$ cat config.mk
export PLATFORM = sky130hd
export DESIGN_NAME = thumb_fetch_stage
export DESIGN_NICKNAME = d
export VERILOG_FILES = /design/src/rtl/thumb_fetch_stage.sv
export SDC_FILE = /design/constraint.sdc
export NUM_CORES = 1
export LEC_CHECK = 0
export BUFFER_PORTS_ARGS = -buffer_cell sky130_fd_sc_hd__buf_2
export CORE_UTILIZATION = 56
export CTS_CLUSTER_SIZE = 24
export DETAILED_ROUTE_END_ITERATION = 10
export PLACE_DENSITY_LB_ADDON = 0.1
export SYNTH_ARGS = -nofsm -noshare
export SYNTH_HDL_FRONTEND = slang
export SYNTH_SLANG_ARGS = --single-unit
$ cat constraint.sdc
create_clock -name clk -period 4.79 [get_ports clk]
set_input_delay 0.479 -clock clk [delete_from_list [all_inputs] [get_ports clk]]
set_output_delay 0.479 -clock clk [all_outputs]
set_load 0.02 [all_outputs]
$ cat src/rtl/thumb_fetch_stage.sv
// Thumb instruction-fetch stage: drives the instruction memory port and buffers
// fetched halfwords in a small prefetch FIFO that feeds the decode stage.
module thumb_fetch_stage #(
  parameter int unsigned            ADDR_WIDTH  = 32,
  parameter int unsigned            INSTR_WIDTH = 16,
  parameter int unsigned            DEPTH       = 2,
  parameter logic [ADDR_WIDTH-1:0]  RESET_PC    = '0
) (
  input  logic                   clk,
  input  logic                   reset_n,
  output logic                   read_instruction_n,
  output logic [ADDR_WIDTH-1:0]  instruction_address,
  input  logic [INSTR_WIDTH-1:0] instruction,
  input  logic                   stall,
  input  logic                   branch_taken,
  input  logic [ADDR_WIDTH-1:0]  branch_target,
  input  logic                   halt,
  output logic                   if_valid,
  output logic [INSTR_WIDTH-1:0] if_instr,
  output logic [ADDR_WIDTH-1:0]  if_pc
);

  localparam int unsigned PTR_W = $clog2(DEPTH);
  localparam int unsigned CNT_W = $clog2(DEPTH + 1);
  localparam logic [CNT_W-1:0] FULL = CNT_W'(DEPTH);

  logic [INSTR_WIDTH-1:0] instr_mem [DEPTH];
  logic [ADDR_WIDTH-1:0]  pc_mem    [DEPTH];

  logic [PTR_W-1:0]      wr_ptr, rd_ptr;
  logic [CNT_W-1:0]      count, count_next;
  logic                  halted, halted_next;
  logic                  push, pop, issue;
  logic [ADDR_WIDTH-1:0] next_pc, pc_base;

  always_comb begin
    pop  = (count != '0) && !stall && !branch_taken;
    push = !read_instruction_n && !branch_taken && ((count < FULL) || pop);

    count_next = count;
    if (branch_taken)
      count_next = '0;
    else if (push && !pop)
      count_next = count + CNT_W'(1);
    else if (pop && !push)
      count_next = count - CNT_W'(1);

    halted_next = halted | halt;
    issue       = !halted_next && (count_next < FULL);

    // next_pc remembers where to resume while fetching is paused by a full FIFO
    if (branch_taken)
      pc_base = branch_target & ~ADDR_WIDTH'(1);
    else if (!read_instruction_n)
      pc_base = instruction_address + ADDR_WIDTH'(2);
    else
      pc_base = next_pc;
  end

  always_ff @(posedge clk or negedge reset_n) begin
    if (!reset_n) begin
      read_instruction_n  <= 1'b1;
      instruction_address <= RESET_PC;
      next_pc             <= RESET_PC;
      wr_ptr              <= '0;
      rd_ptr              <= '0;
      count               <= '0;
      halted              <= 1'b0;
    end else begin
      halted             <= halted_next;
      count              <= count_next;
      read_instruction_n <= !issue;
      next_pc            <= pc_base;
      if (issue)
        instruction_address <= pc_base;
      if (branch_taken) begin
        wr_ptr <= '0;
        rd_ptr <= '0;
      end else begin
        if (push) wr_ptr <= wr_ptr + PTR_W'(1);
        if (pop)  rd_ptr <= rd_ptr + PTR_W'(1);
      end
    end
  end

  always_ff @(posedge clk) begin
    if (push) begin
      instr_mem[wr_ptr] <= instruction;
      pc_mem[wr_ptr]    <= instruction_address;
    end
  end

  always_comb begin
    if_valid = (count != '0);
    if_instr = if_valid ? instr_mem[rd_ptr] : '0;
    if_pc    = if_valid ? pc_mem[rd_ptr]    : '0;
  end

endmodule

Word level (Yosys, flattened, before mapping)
Memory sizes are Yosys's and may differ from the RTL's.
Index checks and enable logic that the tools add are counted.
- register bits after elaboration: 70
- RAM bits: 96
- input port bits: 53
- logic and storage cells: 48
- memories: 2
- memories (name ; depth ; width ; read ports ; clocked after memory_dff ; wr ports ; RTL line ; source):
    pc_mem ; 2 ; 32 ; 1 ; 0 ; 1 ; 28 ; logic [ADDR_WIDTH-1:0] pc_mem [DEPTH];
    instr_mem ; 2 ; 16 ; 1 ; 0 ; 1 ; 27 ; logic [INSTR_WIDTH-1:0] instr_mem [DEPTH];
- $add $sub $neg: 5
- order comparisons: 2
- multiplexer cells: 13
- bitwise gates (word level): 1
- reduce and logical (&&, ||, !) cells: 18
- operator list (operator ; count):
    32-bit two-way mux ; 3
    32-bit by 2-bit adder with 32-bit output, second input constant ; 1
    16-bit two-way mux ; 1
    1-bit logical AND ; 7
    1-bit logical NOT ; 7
    1-bit two-way mux ; 6
    2-bit two-way mux ; 3
    2-bit nonzero test ; 3
    2-bit less-than comparator, second input constant ; 2
    1-bit adder, second input constant ; 2
    2-bit by 1-bit adder with 2-bit output, second input constant ; 1
    2-bit by 1-bit subtractor with 2-bit output, second input constant ; 1
    1-bit logical OR ; 1
    1-bit bitwise OR ; 1

Longest topological paths before layout
- word-level depth: 13
- depth in mapped cells: 10

Worst setup path after synthesis
OpenSTA, ideal clock, no wires.
- path type: input port to flip-flop
- start: in branch_taken
- end: mem instr_mem[0][0], enable pin
- setup time: 0.454 ns
- arrival time: 3.142 ns
- required time: 4.336 ns
- setup slack: 1.194 ns
- stages: 5
- buffers on the path: 2
- cell sequence: clkbuf_1 -> nor2_1 -> clkbuf_1 -> nand2_1 -> nor2_1
- word-level cells in the longest chain between the ends: 6
- elaborated cells between the ends (all ways): 7
- classes of those cells: mux (2); reduce/logical (5)
- RTL lines (what ; RTL line ; source):
    start: declaration ; 15 ; input logic branch_taken,
    1-bit logical NOT (*) ; 37, 38 ;
    1-bit logical AND ; 37 ; pop = (count != '0) && !stall && !branch_taken;
    1-bit logical OR ; 38 ; push = !read_instruction_n && !branch_taken && ((count < FULL) || pop);
    1-bit logical AND (*) ; 38 ;
    1-bit two-way mux (*) ; 87 ; if (push) begin
    1-bit two-way mux (implied by the code) (*) ; 88 ; instr_mem[wr_ptr] <= instruction;
    end: declaration ; 27 ;
Every way passes the cells marked *; elsewhere a longest branch is shown, timed or not.

Worst setup path in the final report
- start: reg read_instruction_n
- end: reg instruction_address[20]
- word-level cells in the longest chain between the ends: 10
- elaborated cells between the ends (all ways): 13
- classes of those cells: order compare (1); mux (5); reduce/logical (7)
- RTL lines (what ; RTL line ; source):
    start: declaration ; 11 ; output logic read_instruction_n,
    start signal: assignment ; 72 ; read_instruction_n <= !issue;
    1-bit logical NOT ; -- ;
    1-bit logical AND (2 in series) ; 38 ;
    1-bit logical NOT ; 45 ; else if (pop && !push)
    1-bit logical AND ; 45 ;
    2-bit two-way mux ; 45 ;
    2-bit two-way mux ; 43 ; else if (push && !pop)
    2-bit two-way mux ; 41 ; if (branch_taken)
    2-bit less-than comparator ; 49 ; issue = !halted_next && (count_next < FULL);
    1-bit logical AND ; 49 ;
    end signal: assignment ; 75 ; instruction_address <= pc_base;
    end: declaration ; 12 ; output logic [ADDR_WIDTH-1:0] instruction_address,
Several ways; a longest one is shown, not always the timed one.
A chain may end at the register's enable or synchronous reset.

==> flow_metrics.env <==
export IMPL_design_die_area_um2=13580
export IMPL_clk_path_buf_depth=2
export IMPL_detailed_placement_wirelength_estimate_um=10150
export IMPL_synth_largest_area_cell="edfxtp_1"
export IMPL_via_per_instance_ratio=5.657
export IMPL_post_cts_resized_instances=0
export IMPL_synth_cells=600
export IMPL_latest_clock_arrival_within_the_worst_skew_pair_ns=0.42
export IMPL_vdd_ir_drop_worst_mv=0.2498
export IMPL_ys_seq_area_frac=0.6311
export IMPL_drt_initial_drc_count=431
export IMPL_final_core_utilization=0.6855
export IMPL_initial_core_util=0.5774
export IMPL_clock_skew_final_ns=0.01445
export IMPL_cts_hold_fix_buffers=0
export IMPL_reg2regPathDepth=6
export IMPL_htree_levels=4
export IMPL_totalNegativeSetupSlack_ns=0
export IMPL_post_route_cells_drive_above_1_share=0.2595
export IMPL_route_detailed_wl_per_inst_um=17.60
export IMPL_synth_nets=655
export IMPL_worstReg2RegEnd="instruction_address[20]"
export IMPL_crit_type="reg2reg"
export IMPL_outcome="finished clean"
export IMPL_clock_sink_count=166
export IMPL_grt_pass1_wl_um=24670
export IMPL_cp_num_buf_inv=1
export IMPL_setup_crit_end_kind="flop"
export IMPL_vert_die_dim_um=116.5
export IMPL_report_final_setup_viol=0
export IMPL_antennaDiodeCount=0
export IMPL_static_leakage_power_nw=3.525
export IMPL_clkTransAtPathRegs_ns=0.06
export IMPL_flow_area_growth_from_synthesis_pct=18.72
export IMPL_count_of_buffers_inserted_at_the_top_level_ports=133
export IMPL_synth_top_cell_area_share=0.3924
export IMPL_tritoncts_num_buffers=17
export IMPL_top_level_pins=135
export IMPL_period_minus_slack_ns=3.001
export IMPL_cts_repair_timing_setup_buffer_count=0
export IMPL_rsz_0062_raised_after_global_routing="false"
export IMPL_max_cap_violations=0
export IMPL_gp_routability_congestion=0.8018
export IMPL_critPathArrivalTime_ns=3.36
export IMPL_vias=5137
export IMPL_worst_r2r_setup_slack_ns=1.79
export IMPL_critical_path_required_ns=5.15
export IMPL_grt_overflow=0
export IMPL_placement_rows=41
export IMPL_r2r_start="read_instruction_n"
export IMPL_yosys_cell_types_count=49
export IMPL_tightest_slew_ns=1.135
export IMPL_drt_pre_antenna_iters=5
export IMPL_fin_worst_hold_slack_ns=0.1735
export IMPL_maximum_number_of_pins_on_one_net_before_global_route_repair=51
export IMPL_detailedPlace_worstSlack_ns=1.442
export IMPL_post_synth_cell_area_avg_um2=12.24
export IMPL_design_core_area_um2=12720
export IMPL_synth_seq_cells=166
export IMPL_layout_worst_path_cycle_share=0.6266
export IMPL_syn_cell_area_um2=7346
export IMPL_slew_viol_final=0
export IMPL_final_routed_wirelength_across_all_metal_layers_um=15990
export IMPL_f_max_ghz=0.3332
export IMPL_fin_nets=778
export IMPL_cts_root_buf="clkbuf_16"
export IMPL_antenna_found_initial=0
export IMPL_timing_hold_worst_class="in2async"
export IMPL_finalInstanceArea_um2=8721
export IMPL_path_delay_family="flip-flops"
export IMPL_synthesis_yosys_warnings=0
export IMPL_path_cells="nor2_1, a21oi_1, o21a_1, clkinv_1, nor4_1, a311o_1"
export IMPL_dieWidth_um=116.5
export IMPL_cellPowerDensity_nw_per_um2=414.6
export IMPL_tritoncts="done"
export IMPL_post_synth_main_area_contributors="edfxtp_1 (39%), dfrtp_1 (24%), mux2i_1 (7.5%), nor2_1 (3.9%), xnor2_1 (3.3%)"
export IMPL_first_global_vias=4948
export IMPL_hold_viol=0
export IMPL_worst_path_largest_cell_delay_ns=0.85
export IMPL_dpl_cell_area_um2=8149
export IMPL_relSlewSlack=0.2434
export IMPL_crit_fanout=28
export IMPL_global_route_usage_total=0.2431
export IMPL_antenna_left=0
export IMPL_postLayoutSetupSlackWorst_ns=1.789
export IMPL_drc_violations=0
export IMPL_cp_slowest_cell="dfstp_2"
export IMPL_worstSetupStartpointType="flop"
worst reg2reg max path: stages, from the launching register on:
cell and delay, ns:
dfstp_2 0.85, nor2_1 0.35, a21oi_1 0.30, o21a_1 0.18
clkinv_1 0.66, nor4_1 0.43, a311o_1 0.16
registers in the layout, summed over array words and instances, names as in the netlist:
signal,cells
next_pc,32
instr_mem,32
pc_mem,64
rd_ptr,1
read_instruction_n,1
halted,1
instruction_address,32
count,2
wr_ptr,1
cell families (layout without fill, tap and decap cells):
| kind of cell | count (synthesis) | after routing | share of synthesized area |
|---|---|---|---|
| buf+inv | 51 | 187 | 0.02657 |
| mux | 62 | 62 | 0.08568 |
| fa+ha+maj | 2 | 2 | 0.003406 |
| simple gates | 171 | 171 | 0.1121 |
| xor+xnor | 32 | 32 | 0.03815 |
| flops | 166 | 166 | 0.6311 |
| compound gates | 116 | 116 | 0.1030 |
final cells by class:
cell class              instances  area (um^2)
inverters                      16        60.06
fillers                       956         4001
flip-flops and latches        166         4637
clock inverters                10        97.59
repair buffers                139        710.7
well taps                     172        215.2
multi-input cells             383         2526
clock buffers                  22        474.2
stage by stage:
stage	instances	power, mW
after detailed placement	876	2.351
final	908	3.615
after CTS	908	3.636
after floorplan	600	2.117
after global placement	876	2.331
after global routing	908	3.756
report_power, final:
part / total [mW] / switching (mW) / internal [mW]
registers: 1.73 / 0.135 / 1.60
clock network: 1.29 / 0.533 / 0.758
logic: 0.591 / 0.359 / 0.232
total: 3.62 / 1.03 / 2.59
cell usage in the layout, fill, tap and decap left out, drive strengths merged, types with 2 or more instances in the layout:
master,n
nand2b,3
o211a,2
inv,16
or4,2
nor2,78
clkbuf,22
clkinvlp,2
nand3,12
and3,6
edfxtp,96
and2,2
mux2i,55
o22ai,6
o2bb2ai,8
nor4,5
xnor2,28
a22oi,22
buf,139
mux2,7
o21ai,41
or4b,2
nor3,6
a21boi,9
nand4,9
ha,2
o211ai,2
xor2,4
a21oi,11
nand2,34
and4,6
or2,3
clkinv,7
a31oi,4
dfrtp,69
o31a,6
cell usage after synthesis, drive strengths merged:
master	number
a311o	1
nand3	12
and4	6
a21boi	9
ha	2
nor2	78
clkinv	1
dfstp	1
xnor2	28
dfrtp	69
and2	2
o21ai	41
nor4	5
or4b	2
a21oi	11
edfxtp	96
mux2i	55
nand2b	3
buf	9
nor2b	1
o41ai	1
a22oi	22
mux2	7
or4	2
o22ai	6
a22o	1
o31a	6
inv	15
o211a	2
or2	3
o221ai	1
nor4b	1
and3	6
clkbuf	26
o211ai	2
nor3	6
a31oi	4
or3	1
nand2	34
nand4	9
o21a	1
o2bb2ai	8
xor2	4
routing by layer:
layer  GRT usage  share of wire  vias to the layer above
met3     0.05345          0.056                       20
met1      0.3210           0.45                     2498
li1            -              -                     2443
met5           0              0                        -
met2      0.3992           0.48                      176
met4     0.08608          0.014                        0
how the worst max path moves through the flow:
stage | start | endpoint | slack, ns | cells past startpoint
after floorplan | branch_taken | instr_mem[0][0] | 1.19 | 5
after global placement | branch_taken | instruction_address[20] | 1.46 | 7
after detailed placement | branch_taken | instruction_address[20] | 1.44 | 7
after CTS | read_instruction_n | instruction_address[20] | 1.82 | 6
after global routing | read_instruction_n | instruction_address[14] | 1.43 | 6
final | read_instruction_n | instruction_address[20] | 1.79 | 6
Power figures use the tool's default switching activity.
